File: config.mk
export PLATFORM = sky130hd
export DESIGN_NAME = serial_chunk_adder
export DESIGN_NICKNAME = d
export VERILOG_FILES = /design/src/rtl/serial_chunk_adder.sv
export SDC_FILE = /design/constraint.sdc
export NUM_CORES = 1
export LEC_CHECK = 0
export ABC_CLOCK_PERIOD_IN_PS = 3000
export BUFFER_PORTS_ARGS = -buffer_cell sky130_fd_sc_hd__clkbuf_2
export CORE_MARGIN = 10
export CORE_UTILIZATION = 25
export CTS_BUF_LIST = sky130_fd_sc_hd__clkbuf_4 sky130_fd_sc_hd__clkbuf_8 sky130_fd_sc_hd__clkbuf_16
export DETAILED_ROUTE_END_ITERATION = 8
export GPL_ROUTABILITY_DRIVEN = 0
export HOLD_SLACK_MARGIN = 0.05
export SLEW_MARGIN = 5
export SYNTH_ARGS = -nofsm -noshare
export SYNTH_HDL_FRONTEND = slang
export SYNTH_SLANG_ARGS = --single-unit
File: constraint.sdc
create_clock -name clk -period 3 [get_ports clk]
set_input_delay 0.3 -clock clk [delete_from_list [all_inputs] [get_ports clk]]
set_output_delay 0.3 -clock clk [all_outputs]
set_load 0.005 [all_outputs]
File: src/rtl/serial_chunk_adder.sv
// rtl/serial_chunk_adder.sv - multi-cycle adder/subtractor that processes CHUNK bits per clock
//
// Adds or subtracts two WIDTH-bit operands one CHUNK-bit slice per cycle,
// least-significant slice first, carrying between slices in a register.
//
// Ports:
//   clk   - rising-edge clock
//   rst   - synchronous active-high reset
//   start - request a new operation (accepted in IDLE or DONE, ignored in RUN)
//   a, b  - operands (WIDTH bits), captured on the accepting edge
//   cin   - carry-in (add) / borrow-in (subtract)
//   sub   - 0 = add, 1 = subtract
//   busy  - high while slices are being processed
//   done  - one-cycle completion pulse
//   s     - result, held between completions
//   cout  - carry-out; in subtract mode 1 means no borrow
//   ovf   - signed two's-complement overflow
module serial_chunk_adder #(
  parameter int WIDTH = 16,
  parameter int CHUNK = 4
) (
  input  logic             clk,
  input  logic             rst,
  input  logic             start,
  input  logic [WIDTH-1:0] a,
  input  logic [WIDTH-1:0] b,
  input  logic             cin,
  input  logic             sub,
  output logic             busy,
  output logic             done,
  output logic [WIDTH-1:0] s,
  output logic             cout,
  output logic             ovf
);

  localparam int NCH  = WIDTH / CHUNK;
  localparam int IDXW = (NCH > 1) ? $clog2(NCH) : 1;
  localparam logic [IDXW-1:0] LAST_IDX = IDXW'(NCH - 1);
  localparam logic [WIDTH-1:0] SLICE_MASK = WIDTH'({CHUNK{1'b1}});

  typedef enum logic [1:0] {
    IDLE = 2'd0,
    RUN  = 2'd1,
    DONE = 2'd2
  } state_t;

  state_t state_q;
  state_t state_d;

  // Operands are stored post-inversion so the RUN datapath is always a plain add.
  logic [WIDTH-1:0] a_q;
  logic [WIDTH-1:0] b_q;
  logic [WIDTH-1:0] acc_q;
  logic             carry_q;
  logic [IDXW-1:0]  idx_q;

  logic             accept;
  logic             last_step;
  logic [31:0]      off;
  logic [CHUNK-1:0] a_sl;
  logic [CHUNK-1:0] b_sl;
  logic [CHUNK:0]   slice_sum;
  logic [WIDTH-1:0] acc_d;

  // Start is honoured in IDLE and DONE only, which gives back-to-back
  // operations from the done cycle while leaving a running op untouched.
  assign accept    = start && ((state_q == IDLE) || (state_q == DONE));
  assign last_step = (state_q == RUN) && (idx_q == LAST_IDX);

  // ---------------------------------------------------------------------
  // FSM: state register
  // ---------------------------------------------------------------------
  always_ff @(posedge clk) begin
    if (rst) begin
      state_q <= IDLE;
    end else begin
      state_q <= state_d;
    end
  end

  // ---------------------------------------------------------------------
  // FSM: next-state logic
  // ---------------------------------------------------------------------
  always_comb begin
    state_d = state_q;
    case (state_q)
      IDLE: begin
        if (start) begin
          state_d = RUN;
        end
      end
      RUN: begin
        if (idx_q == LAST_IDX) begin
          state_d = DONE;
        end
      end
      DONE: begin
        state_d = start ? RUN : IDLE;
      end
      default: begin
        state_d = IDLE;
      end
    endcase
  end

  // ---------------------------------------------------------------------
  // FSM: outputs
  // ---------------------------------------------------------------------
  always_comb begin
    busy = 1'b0;
    done = 1'b0;
    case (state_q)
      RUN:     busy = 1'b1;
      DONE:    done = 1'b1;
      default: begin
        busy = 1'b0;
        done = 1'b0;
      end
    endcase
  end

  // ---------------------------------------------------------------------
  // Slice datapath
  // ---------------------------------------------------------------------
  assign off  = 32'(idx_q) * 32'(CHUNK);
  assign a_sl = CHUNK'(a_q >> off);
  assign b_sl = CHUNK'(b_q >> off);

  assign slice_sum = {1'b0, a_sl} + {1'b0, b_sl} + (CHUNK+1)'(carry_q);

  // Merge the current slice into the partial result; on the last slice this
  // is the complete result that gets published to s.
  assign acc_d = (acc_q & ~(SLICE_MASK << off))
               | (WIDTH'(slice_sum[CHUNK-1:0]) << off);

  always_ff @(posedge clk) begin
    if (rst) begin
      a_q     <= '0;
      b_q     <= '0;
      acc_q   <= '0;
      carry_q <= 1'b0;
      idx_q   <= '0;
      s       <= '0;
      cout    <= 1'b0;
      ovf     <= 1'b0;
    end else if (accept) begin
      a_q     <= a;
      b_q     <= sub ? ~b : b;
      // Subtract uses a + ~b + ~cin, so the borrow-in is inverted here.
      carry_q <= cin ^ sub;
      acc_q   <= '0;
      idx_q   <= '0;
    end else if (state_q == RUN) begin
      acc_q   <= acc_d;
      carry_q <= slice_sum[CHUNK];
      idx_q   <= last_step ? '0 : idx_q + IDXW'(1);
      if (last_step) begin
        s    <= acc_d;
        cout <= slice_sum[CHUNK];
        // Overflow: both effective operands share a sign that the result lacks.
        ovf  <= (a_q[WIDTH-1] == b_q[WIDTH-1]) && (acc_d[WIDTH-1] != a_q[WIDTH-1]);
      end
    end
  end

endmodule
* Yosys cells after proc, flatten, opt, wreduce, memory -nomap -nowiden
Cells that the tools add are included.
** Storage, ports and cells
- Flip-flop bits (word level) :: 71
** Operators by class
- Add/sub/neg operators :: 3
- Equal/unequal tests :: 7
- Shift operators :: 4
- Muxes and demuxes :: 10
- Bitwise operators :: 6
- Reduce and logical (&&, ||, !) cells :: 9
** Operators by type and width (number)
- 16-bit NOT :: 2
- 16-bit by 4-bit right shift with 4-bit output :: 2
- 16-bit bitwise AND :: 1
- 16-bit 2-to-1 mux :: 1
- 16-bit OR :: 1
- 4-bit by 4-bit left shift with 16-bit output :: 1
- 4-bit by 4-bit left shift with 16-bit output, first input constant :: 1
- 2-bit 2-to-1 mux :: 3
- 2-bit one-hot mux with 3 select lines :: 1
- 4-bit by 4-bit adder with 5-bit output :: 1
- 5-bit by 1-bit adder with 5-bit output :: 1
- 1-bit 2-to-1 mux :: 5
- 2-bit equality test, second input constant :: 2
- 2-bit inequality test, second input constant :: 2
- 1-bit logical AND :: 3
- 3-bit AND reduction :: 1
- 2-bit by 1-bit adder with 2-bit output, second input constant :: 1
- 2-bit by 1-bit equality test with 1-bit output, second input constant :: 1
- 2-bit zero test :: 1
- 2-bit AND reduction :: 1
- 2-bit nonzero test :: 1
- 2-bit OR reduction :: 1
- 1-bit equality test :: 1
- 1-bit logical OR :: 1
- other kinds (3) :: 3

* Logic depth before layout (Yosys ltp)
- Word-level depth :: 7
- Gate-level depth with buffers :: 8

* Worst setup path before layout
No wires, ideal clock.
- Path type :: register -> register
- From :: reg idx_q[0]
- To :: reg ovf
- Library setup time :: 0.088 ns
- Data arrival time :: 2.690 ns
- Path slack :: 0.222 ns
- Stages on the path, launching flop included :: 9
- Buffers on the path :: 2
- Period minus slack after synthesis :: 2.778 ns
- Cell sequence :: dfxtp_1 buf_2 mux4_2 fa_1 and3_4 or3_1 buf_6 a31o_1 a311oi_2
** On the way
- Longest elaborated chain between the ends :: 7
- Elaborated cells on any way between the ends :: 14
- Those cells by class :: add/sub: 2; eq/ne: 2; shift: 4; bitwise: 3; reduce/logical: 3
** Ends and longest elaborated chain
- from (decl) :: line 55 : logic [IDXW-1:0] idx_q;
- from (signal assigned) :: line 156 : idx_q <= last_step ? '0 : idx_q + IDXW'(1);
- 16-bit by 4-bit right shift with 4-bit output (on tied branches) :: line 126, 127
- 4-bit by 4-bit adder with 5-bit output :: line 129 : assign slice_sum = {1'b0, a_sl} + {1'b0, b_sl} + (CHUNK+1)'(carry_q);
- 5-bit by 1-bit adder with 5-bit output :: line 129
- 4-bit by 4-bit left shift with 16-bit output :: line 134 : | (WIDTH'(slice_sum[CHUNK-1:0]) << off);
- 16-bit OR :: line 134
- 1-bit inequality test :: line 161 : ovf <= (a_q[WIDTH-1] == b_q[WIDTH-1]) && (acc_d[WIDTH-1] != a_q[WIDTH-1]);
- 1-bit logical AND :: line 161
- to (signal assigned) :: line 161
- to (decl) :: line 33 : output logic ovf
Parallel ways exist; a longest one is shown, timed or not.
A chain may end at the register's enable or synchronous reset.

* Worst setup path in the final report
- From :: reg idx_q[0]
- To :: reg acc_q[10]
** On the way
- Longest elaborated chain between the ends :: 5
- Elaborated cells on any way between the ends :: 9
- Those cells by class :: add/sub: 2; shift: 4; bitwise: 3
** Ends and longest elaborated chain
- 16-bit by 4-bit right shift with 4-bit output (on tied branches) :: line 126, 127
- 4-bit by 4-bit adder with 5-bit output :: line 129
- 5-bit by 1-bit adder with 5-bit output :: line 129
- 4-bit by 4-bit left shift with 16-bit output :: line 134
- 16-bit OR (*) :: line 134
- to (signal assigned) :: line 140 : acc_q <= '0;
- to (signal assigned) :: line 151 : acc_q <= '0;
- to (signal assigned) :: line 154 : acc_q <= acc_d;
- to (decl) :: line 53 : logic [WIDTH-1:0] acc_q;
Mark *: on every way between the ends. The rest lies on a longest branch, timed or not.

==> flow_summary.json <==
{
  "critical_path_arrival_ns": 2.97,
  "stdcell_area_sq_um": 3750,
  "hold_buffers": 0,
  "cp-start-kind": "register",
  "crit_path_max_incr_delay_ns": 0.56,
  "period_needed_ns": 2.74,
  "fin_skew_ns": 0.00664,
  "grt_max_degree": 54,
  "cts-htree-levels": 3,
  "cap_violations": 0,
  "cellLeakagePower_nw": 1.46,
  "period_share_pct": 91.3,
  "slew-limit-headroom_pct": 44.7,
  "placed_cells": 515,
  "area_growth_pct": 23.6,
  "wl_met1_um": 3370,
  "p_per_area_nw_per_um2": 647,
  "numPortBuffers": 56,
  "whs_ns": 0.193,
  "seq_area_frac_synth_pct": 44.2,
  "setup.worst_path.class": "register to register",
  "synth_top_area_cell": "dfxtp_1",
  "setup_ws_ns": 0.262,
  "worstPathMaxFanout": 4,
  "cp_num_buf_inv": 0,
  "numCtsBuffers": 9,
  "rows": 40,
  "layout-drive-gt1-share_pct": 24.2,
  "stdcell_count": 531,
  "yosys.cell_types.count": 36,
  "drc_errors": 0,
  "io_pins": 57,
  "antennaDiodeCount": 0,
  "route.met3.wl_um": 413,
  "fmax_mhz": 365,
  "wirelength_um": 7810,
  "top_layer": "met4",
  "cpMostUsedCell": "fa_1",
  "die_width_um": 130,
  "maxSlewViolCount": 0,
  "grt_pass1_wl_um": 12700,
  "final_util_pct": 31.4,
  "grt_util_all_layers_pct": 9.63,
  "tritoncts": "built",
  "critPathSlowestCell": "mux4_2",
  "ant_nets": 0,
  "run_status": "complete, no violations",
  "start_util_pct": 25.4,
  "grt_pass1_vias": 2523,
  "syn_area_per_cell_sq_um": 9.06,
  "cp.required_ns": 3.24,
  "worstMarginPinSlew_ns": 0.829,
  "drtIter0Drc": 108,
  "path_clk_slew_ns": 0.05,
  "cts_max_path_buffers": 2,
  "ys_ff_latch": 67,
  "first_pass_iters": 4,
  "end_kind": "register",
  "post-place-ws_ns": 0.145,
  "synth_top_area_share_pct": 44.2,
  "dpl_cell_area_sq_um": 3400,
  "setup_tns_ns": 0,
  "synth_area_sq_um": 3040,
  "gr-total-overflow": 0,
  "vias": 2471,
  "clk_latency_ns": 0.33,
  "nNetsFinal": 425,
  "die_y_um": 130,
  "finalSetupViolations": 0,
  "synth_fp_nets": 381,
  "rsz0062_at_grt": "false",
  "syn_inst": 335,
  "routedWlPerCell_um": 14.7,
  "hold_viol": 0,
  "hold_path.class": "input pin to register",
  "ir_drop_v": 0.000232,
  "coreArea_sq_um": 12000,
  "antenna_found_initial": 0,
  "synth_area_leaders": "dfxtp_1 44%, a211oi_1 6.4%, mux4_2 5.9%, nor2_1 5.8%, nand2_1 5.6%",
  "wl_met2_um": 3970,
  "cts.sinks": 67,
  "cts_setup_buffers": 0,
  "synth_warnings": 0,
  "clock-root-buffer": "clkbuf_16",
  "die_area_sq_um": 16900,
  "worstPathCellList": "mux4_2 > fa_1 > fa_1 > xor2_2 > a22oi_1 > a211oi_1",
  "crit_family": "adder cells",
  "viasPerCell": 4.65,
  "fin_total_pwr_mw": 2.43,
  "dpl.hpwl_um": 5930
}
## routing by layer
layer | vias to the layer above | GRT usage [%]
li1 | 1261 | -
met5 | - | 0
met3 | 6 | 3.77
met2 | 58 | 16.6
met1 | 1146 | 10.9
met4 | 0 | 2.45
## tightest hold or removal path, cell delays in order
cell and delay (ns):
clkbuf_2 0.08, nand2_1 0.04, a21oi_1 0.05
## cell usage in the layout, fill, tap and decap left out, types with 2 or more instances in the layout
cell type | synthesis | layout
a211oi_1 | 26 | 26
a21oi_1 | 29 | 29
a221oi_1 | 6 | 6
a22oi_1 | 3 | 3
a32oi_1 | 6 | 6
and2_1 | 3 | 3
buf_4 | 1 | 7
bufinv_16 | 0 | 3
clkbuf_16 | 0 | 9
clkbuf_2 | 1 | 56
clkinv_2 | 0 | 2
dfxtp_1 | 67 | 67
fa_1 | 2 | 2
ha_1 | 7 | 7
inv_1 | 5 | 5
mux4_2 | 8 | 8
nand2_1 | 45 | 45
nand2b_1 | 3 | 3
nand3_1 | 5 | 5
nand4_1 | 5 | 5
nor2_1 | 47 | 47
nor2b_1 | 4 | 3
nor3_1 | 7 | 7
xnor2_1 | 16 | 16
## synthesized netlist by cell type
| library cell | instances |
|---|---|
| ha_1 | 7 |
| xor2_1 | 2 |
| inv_1 | 5 |
| a21o_2 | 1 |
| or3_1 | 1 |
| a21o_1 | 1 |
| nor2b_1 | 4 |
| buf_4 | 1 |
| xnor2_1 | 16 |
| mux2i_1 | 1 |
| buf_1 | 4 |
| and3_4 | 1 |
| and2_1 | 3 |
| nand2b_1 | 3 |
| buf_8 | 1 |
| nand2_1 | 45 |
| nor3_1 | 7 |
| clkbuf_1 | 10 |
| a211oi_1 | 26 |
| a31o_1 | 1 |
| a311oi_2 | 1 |
| a32oi_1 | 6 |
| fa_1 | 2 |
| a2111oi_0 | 1 |
| a22oi_1 | 3 |
| a21oi_1 | 29 |
| buf_2 | 11 |
| clkbuf_2 | 1 |
| nand4_1 | 5 |
| a221oi_1 | 6 |
| buf_6 | 2 |
| nand3_1 | 5 |
| dfxtp_1 | 67 |
| nor2_1 | 47 |
| o21ai_2 | 1 |
| mux4_2 | 8 |
## sequential cells by signal, summed over array words and instances (netlist names)
name,flops
cout,1
acc_q,12
idx_q,2
state_q,2
ovf,1
b_q,16
carry_q,1
a_q,16
s,16
## worst paths after layout
kind	startpoint	end	slack [ns]	cells after the start
max reg2reg	idx_q[0]$_SDFFE_PP0P_	acc_q[10]$_SDFFE_PP0P_	0.26	6
min reg2reg	acc_q[7]$_SDFFE_PP0P_	acc_q[7]$_SDFFE_PP0P_	0.46	2
min	a[6]	a_q[6]$_SDFFE_PP0P_	0.19	3
max	idx_q[0]$_SDFFE_PP0P_	acc_q[10]$_SDFFE_PP0P_	0.26	6
## layout make-up
type / instances / area [sq um]
repair buffers: 63 / 333
clock inverters: 7 / 116
fillers: 1279 / 8210
flip-flops and latches: 67 / 1340
well taps: 147 / 184
inverters: 5 / 18.8
clock buffers: 9 / 225
multi-input cells: 233 / 1530
## power breakdown
group,internal [mW],switching [mW],total [mW],leakage (nW)
Clock,0.809,0.385,1.19,0.165
Combinational,0.116,0.159,0.274,0.745
Sequential,0.932,0.0276,0.959,0.547
Total,1.86,0.572,2.43,1.46
## repair_timing
item                                    4_1_cts  5_1_grt
endpoints found under the hold margin         0        0
endpoints found under the setup margin        0        1
gates resized for setup                       0        1
## cells by family (layout without fill, tap and decap cells)
family / after synthesis / in the layout / share of synthesized area [%]
simple gates: 121 / 121 / 17.0
compound gates: 76 / 76 / 17.3
flops: 67 / 67 / 44.2
buf+inv: 35 / 84 / 5.81
xor+xnor: 18 / 18 / 5.19
fa+ha+maj: 9 / 9 / 4.20
mux: 9 / 9 / 6.27
(Power assumes the default switching activity.)
